$ cat src/rtl/dmem_pkg.sv
// Shared types and MMIO register map for the data-memory responder.
// Offsets are relative to the MMIO_BASE parameter of the responder.
package dmem_pkg;

    typedef enum logic [1:0] {
        IDLE,
        RAM_RD,
        TX_WAIT,
        RX_WAIT
    } dmem_state_t;

    typedef enum logic [2:0] {
        RAM,
        RX,
        TX,
        STAT,
        UNMAPPED
    } dmem_region_t;

    localparam logic [31:0] MMIO_RX   = 32'h0000_0000;
    localparam logic [31:0] MMIO_TX   = 32'h0000_0004;
    localparam logic [31:0] MMIO_STAT = 32'h0000_0008;

endpackage

$ cat src/rtl/dmem_decode.sv
// Combinational address decoder: classifies a byte address into a target
// region and flags word-misaligned accesses.
module dmem_decode
    import dmem_pkg::*;
#(
    parameter logic [31:0] MMIO_BASE = 32'hFFFF_0000
) (
    input  logic [31:0]  data_addr,
    output dmem_region_t region,
    output logic         misaligned
);

    logic [31:0] offset;

    always_comb begin
        offset = data_addr - MMIO_BASE;
        region = RAM;
        if (data_addr >= MMIO_BASE) begin
            case (offset)
                MMIO_RX:   region = RX;
                MMIO_TX:   region = TX;
                MMIO_STAT: region = STAT;
                default:   region = UNMAPPED;
            endcase
        end
    end

    assign misaligned = |data_addr[1:0];

endmodule

$ cat src/rtl/dmem_responder.sv
// Data-memory responder: serves the memory stage from a 1-cycle-latency
// block RAM or the UART MMIO registers, stalling until a response exists.
module dmem_responder
    import dmem_pkg::*;
#(
    parameter int unsigned ADDR_WIDTH = 16,
    parameter logic [31:0] MMIO_BASE  = 32'hFFFF_0000
) (
    input  logic                  clk,
    input  logic                  rstn,
    input  logic                  req_valid,
    input  logic                  we,
    input  logic [31:0]           data_addr,
    input  logic [31:0]           din,
    output logic [31:0]           dout,
    output logic                  stall,
    output logic                  misaligned,
    output logic                  ram_en,
    output logic                  ram_we,
    output logic [ADDR_WIDTH-1:0] ram_addr,
    output logic [31:0]           ram_din,
    input  logic [31:0]           ram_dout,
    output logic [7:0]            uart_tx_data,
    output logic                  uart_tx_valid,
    input  logic                  uart_tx_ready,
    input  logic [7:0]            uart_rx_data,
    input  logic                  uart_rx_valid,
    output logic                  uart_rx_ready
);

    dmem_state_t  state, state_next;
    dmem_region_t region;
    logic         addr_misaligned;
    logic [7:0]   tx_byte;
    logic         tx_latch;
    logic         mis_flag;
    logic         mis_set;

    logic [31:0]  dout_c;
    logic         stall_c, ram_en_c, ram_we_c;
    logic         tx_valid_c, rx_ready_c;
    logic [7:0]   tx_data_c;

    dmem_decode #(
        .MMIO_BASE(MMIO_BASE)
    ) u_decode (
        .data_addr (data_addr),
        .region    (region),
        .misaligned(addr_misaligned)
    );

    always_comb begin
        state_next = state;
        dout_c     = '0;
        stall_c    = 1'b0;
        ram_en_c   = 1'b0;
        ram_we_c   = 1'b0;
        tx_valid_c = 1'b0;
        tx_data_c  = '0;
        rx_ready_c = 1'b0;
        tx_latch   = 1'b0;
        mis_set    = 1'b0;
        case (state)
            IDLE: begin
                if (req_valid) begin
                    if (addr_misaligned) begin
                        mis_set = 1'b1;
                    end else begin
                        case (region)
                            RAM: begin
                                ram_en_c = 1'b1;
                                if (we) begin
                                    ram_we_c = 1'b1;
                                end else begin
                                    stall_c    = 1'b1;
                                    state_next = RAM_RD;
                                end
                            end
                            TX: begin
                                if (we) begin
                                    tx_valid_c = 1'b1;
                                    tx_data_c  = din[7:0];
                                    if (!uart_tx_ready) begin
                                        stall_c    = 1'b1;
                                        tx_latch   = 1'b1;
                                        state_next = TX_WAIT;
                                    end
                                end
                            end
                            RX: begin
                                if (!we) begin
                                    if (uart_rx_valid) begin
                                        rx_ready_c = 1'b1;
                                        dout_c     = {24'b0, uart_rx_data};
                                    end else begin
                                        stall_c    = 1'b1;
                                        state_next = RX_WAIT;
                                    end
                                end
                            end
                            STAT: begin
                                if (!we) dout_c = {30'b0, uart_rx_valid, uart_tx_ready};
                            end
                            default: ;
                        endcase
                    end
                end
            end
            // The request is still held here; the RAM is not re-enabled.
            RAM_RD: begin
                dout_c     = ram_dout;
                state_next = IDLE;
            end
            TX_WAIT: begin
                tx_valid_c = 1'b1;
                tx_data_c  = tx_byte;
                if (uart_tx_ready) state_next = IDLE;
                else               stall_c    = 1'b1;
            end
            RX_WAIT: begin
                if (uart_rx_valid) begin
                    rx_ready_c = 1'b1;
                    dout_c     = {24'b0, uart_rx_data};
                    state_next = IDLE;
                end else begin
                    stall_c = 1'b1;
                end
            end
            default: state_next = IDLE;
        endcase
    end

    always_ff @(posedge clk or negedge rstn) begin
        if (!rstn) begin
            state    <= IDLE;
            tx_byte  <= '0;
            mis_flag <= 1'b0;
        end else begin
            state <= state_next;
            if (tx_latch) tx_byte  <= din[7:0];
            if (mis_set)  mis_flag <= 1'b1;
        end
    end

    // Outputs are forced low while reset is asserted, even with a request held.
    assign dout          = rstn ? dout_c : '0;
    assign stall         = rstn & stall_c;
    assign misaligned    = mis_flag;
    assign ram_en        = rstn & ram_en_c;
    assign ram_we        = rstn & ram_we_c;
    assign ram_addr      = rstn ? data_addr[ADDR_WIDTH+1:2] : '0;
    assign ram_din       = rstn ? din : '0;
    assign uart_tx_data  = rstn ? tx_data_c : '0;
    assign uart_tx_valid = rstn & tx_valid_c;
    assign uart_rx_ready = rstn & rx_ready_c;

endmodule
$ cat config.mk
export PLATFORM = sky130hd
export DESIGN_NAME = dmem_responder
export DESIGN_NICKNAME = d
export VERILOG_FILES = /design/src/rtl/dmem_pkg.sv /design/src/rtl/dmem_decode.sv /design/src/rtl/dmem_responder.sv
export SDC_FILE = /design/constraint.sdc
export NUM_CORES = 1
export LEC_CHECK = 0
export ABC_AREA = 1
export CAP_MARGIN = 10
export CORE_UTILIZATION = 33
export CTS_CLUSTER_DIAMETER = 40
export DETAILED_ROUTE_END_ITERATION = 16
export HOLD_SLACK_MARGIN = 0.06
export PLACE_DENSITY = 0.88
export REMOVE_ABC_BUFFERS = 1
export SYNTH_ARGS = -nofsm -noshare
export SYNTH_HDL_FRONTEND = slang
export SYNTH_SLANG_ARGS = --single-unit
$ cat constraint.sdc
create_clock -name clk -period 6.1 [get_ports clk]
set_clock_uncertainty 0.2 [all_clocks]
set_input_delay 1.22 -clock clk [delete_from_list [all_inputs] [get_ports clk]]
set_output_delay 1.22 -clock clk [all_outputs]
set_load 0.005 [all_outputs]
Word level (Yosys, flattened, before mapping)
Cells that the tools add are included.
- $add $sub $neg: 1
- $lt $le $gt $ge: 1
- equality and inequality tests: 18
- muxes and demuxes: 64
- bitwise logic cells: 5
- reductions and logical operators: 5
- operators by type and width (kind ; number):
    $pmux W32 S3 ; 1
    $mux W8 ; 9
    $mux W32 ; 2
    $eq A32 B3 Y1 const B ; 1
    $eq A32 B4 Y1 const B ; 1
    $ge A32 B32 Y1 const B ; 1
    $logic_not A32 Y1 ; 1
    $pmux W8 S2 ; 2
    $sub A32 B32 Y32 const B ; 1
    $mux W1 ; 31
    $mux W2 ; 10
    $mux W16 ; 1
    $ne A3 B3 Y1 const B ; 5
    $reduce_and A10 Y1 ; 1
    $pmux W3 S3 ; 1
    $ne A2 B2 Y1 const B ; 4
    $pmux W2 S4 ; 1
    $eq A3 B2 Y1 const B ; 2
    $pmux W1 S3 ; 2
    $pmux W2 S3 ; 1
    $and A1 B1 Y1 ; 5
    $eq A2 B2 Y1 const B ; 2
    $ne A4 B1 Y1 const B ; 1
    $pmux W1 S2 ; 2
    other kinds (6) ; 6
- flip-flop bits (word level): 11
- word-level logic and storage cells: 97

Depth between registers and ports, before layout
- depth in word-level cells: 10
- mapped depth: 16

By module
Synthesis repeated with hierarchy kept, for this count alone.
- cell total of the unflattened synthesis: 360
- area, all modules: 1824.2 µm²
- by module, submodules not included (module ; instances ; cells an instance ; area each (µm²) ; seq. area each (µm²)):
    dmem_responder ; 1 ; 309 ; 1574.0 ; 275.3
    dmem_decode ; 1 ; 51 ; 250.2 ; 0.0

Worst setup path before layout
No wires, ideal clock.
- path type: input port to output port
- from: in data_addr[21]
- to: out uart_tx_data[6]
- data arrival time: 2.702 ns
- setup slack: 1.978 ns
- cell stages on the path: 15
- path buffers: 1
- cells stage by stage: nand2_1 -> nor2_2 -> nand2_2 -> clkinv_1 -> nand2_1 -> nor2_2 -> nand3_2 -> nor2_2 -> nand2_2 -> inv_2 -> nand2_4 -> nor3_4 -> buf_6 -> nand2_4 -> a21oi_2
- cells in the longest elaborated chain, start to end: 10
- elaborated cells between the ends (all ways): 13
- classes of those cells: 1 x add/sub; 1 x order compare; 3 x eq/ne; 7 x mux; 1 x reduce/logical
- ends and longest elaborated chain (item ; line ; RTL):
    start: declaration ; dmem_responder.sv:13 ; input logic [31:0] data_addr,
    $sub A32 B32 Y32 ; dmem_decode.sv:16 ; offset = data_addr - MMIO_BASE;
    $eq A32 B4 Y1 (tied with other cells) ; dmem_decode.sv:19 ; case (offset)
    $pmux W3 S3 ; dmem_decode.sv:19 ;
    $mux W3 * ; dmem_decode.sv:18 ; if (data_addr >= MMIO_BASE) begin
    $eq A3 B2 Y1 * ; dmem_responder.sv:69 ; case (region)
    $mux W8 * ; dmem_responder.sv:69 ;
    $mux W8 * ; dmem_responder.sv:66 ; if (addr_misaligned) begin
    $mux W8 * ; dmem_responder.sv:65 ; if (req_valid) begin
    $pmux W8 S2 * ; dmem_responder.sv:63 ; case (state)
    $mux W8 * ; dmem_responder.sv:153 ; assign uart_tx_data = rstn ? tx_data_c : '0;
    end: declaration ; dmem_responder.sv:23 ; output logic [7:0] uart_tx_data,
Every way passes the cells marked *; elsewhere a longest branch is shown, timed or not.

Final worst setup path
- from: in data_addr[17]
- to: out uart_tx_data[7]
Same word-level chain as after synthesis.

==> flow_metrics.env <==
export IMPL_initial_core_util_pct=34.91
export IMPL_wl_per_cell_um=12.07
export IMPL_dieArea_um2=6735
export IMPL_fin_area_um2=4225
export IMPL_end_kind="primary output"
export IMPL_finalHoldViolCount=0
export IMPL_status="completed"
export IMPL_slowest_delay_ns=0.53
export IMPL_cts_root_buffer="clkbuf_8"
export IMPL_period_minus_slack_ns=5.612
export IMPL_synth_seq_area_share_pct=13.01
export IMPL_synth_seq_cells=11
export IMPL_cp_top_family="simple AND/OR/NAND/NOR gates"
export IMPL_grt_pass1_vias=3024
export IMPL_worst_slew_pin_slew_ns=1.006
export IMPL_timing_rr_end="tx_byte[2]"
export IMPL_gp_congestion=0.9763
export IMPL_slowest_stage="nor3_4"
export IMPL_ys_flop_type="dfrtp_1"
export IMPL_power_frac_clock_pct=15.0
export IMPL_viasPerCell=4.823
export IMPL_p_per_area_nw_per_um2=119.2
export IMPL_area_growth_pct=99.70
export IMPL_syn_area_um2=2116
export IMPL_clock_sinks=11
export IMPL_path_buf_inv=4
export IMPL_clk_latency_ns=0.24
export IMPL_setup_viol=0
export IMPL_cts_max_path_buffers=2
export IMPL_nNetsFinal=733
export IMPL_hpwl_mm=7.004
export IMPL_worstPathCellList="clkdlybuf4s50_1 -> nand2_1 -> nor2_4 -> nand2_2 -> clkinv_1 -> nand2_1 -> nor2_2 -> nand3_2 -> nor2_2 -> nand2_2 -> inv_2 -> nand2_4 -> nor3_4 -> nand2_1 -> a21oi_1 -> clkdlybuf4s50_1"
export IMPL_antenna_cells=0
export IMPL_antenna_found_initial=0
export IMPL_synth_area_leaders="nand2_1 28%, inv_1 14%, dfrtp_1 13%"
export IMPL_combPwrFrac_pct=68.7
export IMPL_slew_headroom_pct=32.91
export IMPL_synth_distinct_cells=32
export IMPL_vias=3328
export IMPL_core_area_um2=6061
export IMPL_io_buffers=203
export IMPL_dp_cells=686
export IMPL_drt_first_pass_iters=4
export IMPL_clk_pin_slew_ns=0.05
export IMPL_worst_slack_ns=0.4882
export IMPL_synth_area_per_cell_um2=5.014
export IMPL_timing_rr_start="state[0]"
export IMPL_die_w_um=82.07
export IMPL_maxCapViolCount=0
export IMPL_critPathMaxFanout=17
export IMPL_ant_nets=0
export IMPL_cts_buffers=3
export IMPL_drtIter0Drc=168
export IMPL_reg2reg_slack_ns=3.48
export IMPL_yosysWarnings=0
export IMPL_cts_post_setup_buffers_inserted=0
export IMPL_seqPwrFrac_pct=16.3
export IMPL_arrival_ns=4.19
export IMPL_grt_util_all_layers_pct=23.87
export IMPL_min_period_over_period_pct=92.00
export IMPL_drive_gt1_share_pct=4.065
export IMPL_pre_cts_slack_ns=0.5280
export IMPL_fillCellCount=510
export IMPL_vdd_drop_max_mv=0.1023
export IMPL_fin_util_pct=69.72
export IMPL_grt_overflow=0
export IMPL_p_sw_share_pct=37.68
export IMPL_fin_cells=690
export IMPL_p_int_uw=314.0
export IMPL_crit_cells=16
export IMPL_cts_tree="done"
export IMPL_seqCellArea_um2=275.3
export IMPL_synth_edf_count=0
export IMPL_netlist_instances=422
export IMPL_cts_hold_buf=0
export IMPL_grt_max_degree=62
export IMPL_place_area_um2=4180
export IMPL_die_h_um=82.07
export IMPL_rows=28
export IMPL_routed_wl_mm=8.330
export IMPL_synth_largest_area_cell="nand2_1"
export IMPL_min_path_cells=2
export IMPL_p_total_uw=503.8
export IMPL_htreeDepth=1
export IMPL_min_delay_start="tx_byte[6]"
export IMPL_p_switching_uw=189.8
export IMPL_critical_path_required_ns=4.68
export IMPL_max_freq_ghz=0.1782
export IMPL_setup_tns_ns=0
export IMPL_hold_path_endpoint="tx_byte[6]"
export IMPL_whs_ns=0.2751
export IMPL_multiInputGateArea_um2=1473
export IMPL_rsz0062_at_grt="no"
export IMPL_reg2regPathDepth=8
export IMPL_grt_pass1_wl_mm=12.56
export IMPL_drc=0
export IMPL_cp_start_kind="primary input"
export IMPL_post_cts_resized=0
export IMPL_path_class="in -> out"
export IMPL_power_leakage_nw=2.097
export IMPL_slew_violations=0
export IMPL_netlist_area_leader_share_pct=27.68
export IMPL_timing_critical_path_mode_cell="nand2_1"
export IMPL_timing_hold_worst_class="reg -> reg"
export IMPL_ios=204
export IMPL_synthArstFlopShare_pct=100.0
## synthesized netlist by cell type (all sizes together) (2+ instances only)
cell type / n
inv: 80
nand3b: 2
a21oi: 13
dfrtp: 11
nand3: 25
clkbuf: 14
o21ai: 2
ha: 7
nor3: 9
nor2: 67
nand2: 162
nor4: 2
nand4: 13
a22oi: 5
## kinds of logic (layout without fill, tap and decap cells)
logic type | count (synthesis) | in the layout | synth area share (%)
adder cells (fa/ha/maj) | 7 | 7 | 4.139
AO/OA/AOI/OAI | 25 | 25 | 7.334
buffers and inverters | 96 | 289 | 17.39
AND/OR/NAND/NOR | 282 | 282 | 57.72
XOR/XNOR | 1 | 1 | 0.4140
flip-flops | 11 | 11 | 13.01
## layout make-up
| class | count | area share, % |
|---|---|---|
| multi-input combinational | 315 | 34.85 |
| tap | 75 | 2.221 |
| timing repair buffer | 204 | 48.15 |
| sequential | 11 | 6.515 |
| inverter | 81 | 7.196 |
| clock buffer | 4 | 1.066 |
## worst max-delay path by stage
stage / start / end
floorplan: data_addr[21] / uart_tx_data[0]
global placement: data_addr[16] / uart_tx_data[7]
detailed placement: data_addr[17] / uart_tx_data[7]
CTS: data_addr[17] / uart_tx_data[7]
global route: data_addr[25] / uart_tx_data[0]
finish: data_addr[17] / uart_tx_data[7]
## registers in the layout, summed over array words and instances, names as in the netlist
register,cells
tx_byte,8
misaligned,1
state,2
## placed cells by master, fill, tap and decap left out, types with 6 or more instances in the layout
cell	synthesis	routed
clkdlybuf4s50_1	0	202
nand2_1	156	156
inv_1	79	79
nor2_1	60	60
nand3_1	23	23
nand4_1	13	13
a21oi_1	12	12
dfrtp_1	11	11
nor3_1	8	8
ha_1	7	7
nor2_2	6	6
## tightest hold or removal path, cell delays in order, from the launching register on
cell and delay (ns):
dfrtp_1 0.34, nand2_1 0.05, nand2_1 0.05
## routing by layer
metal | global-route usage, % | wire length [um] | vias up
li1 | - | - | 1665
met1 | 23.89 | 2879 | 1455
met2 | 45.79 | 4242 | 180
met3 | 5.444 | 899 | 28
met4 | 11.40 | 308 | 0
met5 | 0 | 0 | -
## power by group through the flow
stage               logic [mW]  registers [mW]  clock network, mW
floorplan                0.139          0.0815                  0
global placement         0.337          0.0824                  0
detailed placement       0.347          0.0831                  0
CTS                      0.349          0.0819             0.0756
global route             0.387          0.0825             0.0798
finish                   0.346          0.0821             0.0754
Power figures use the tool's default switching activity.
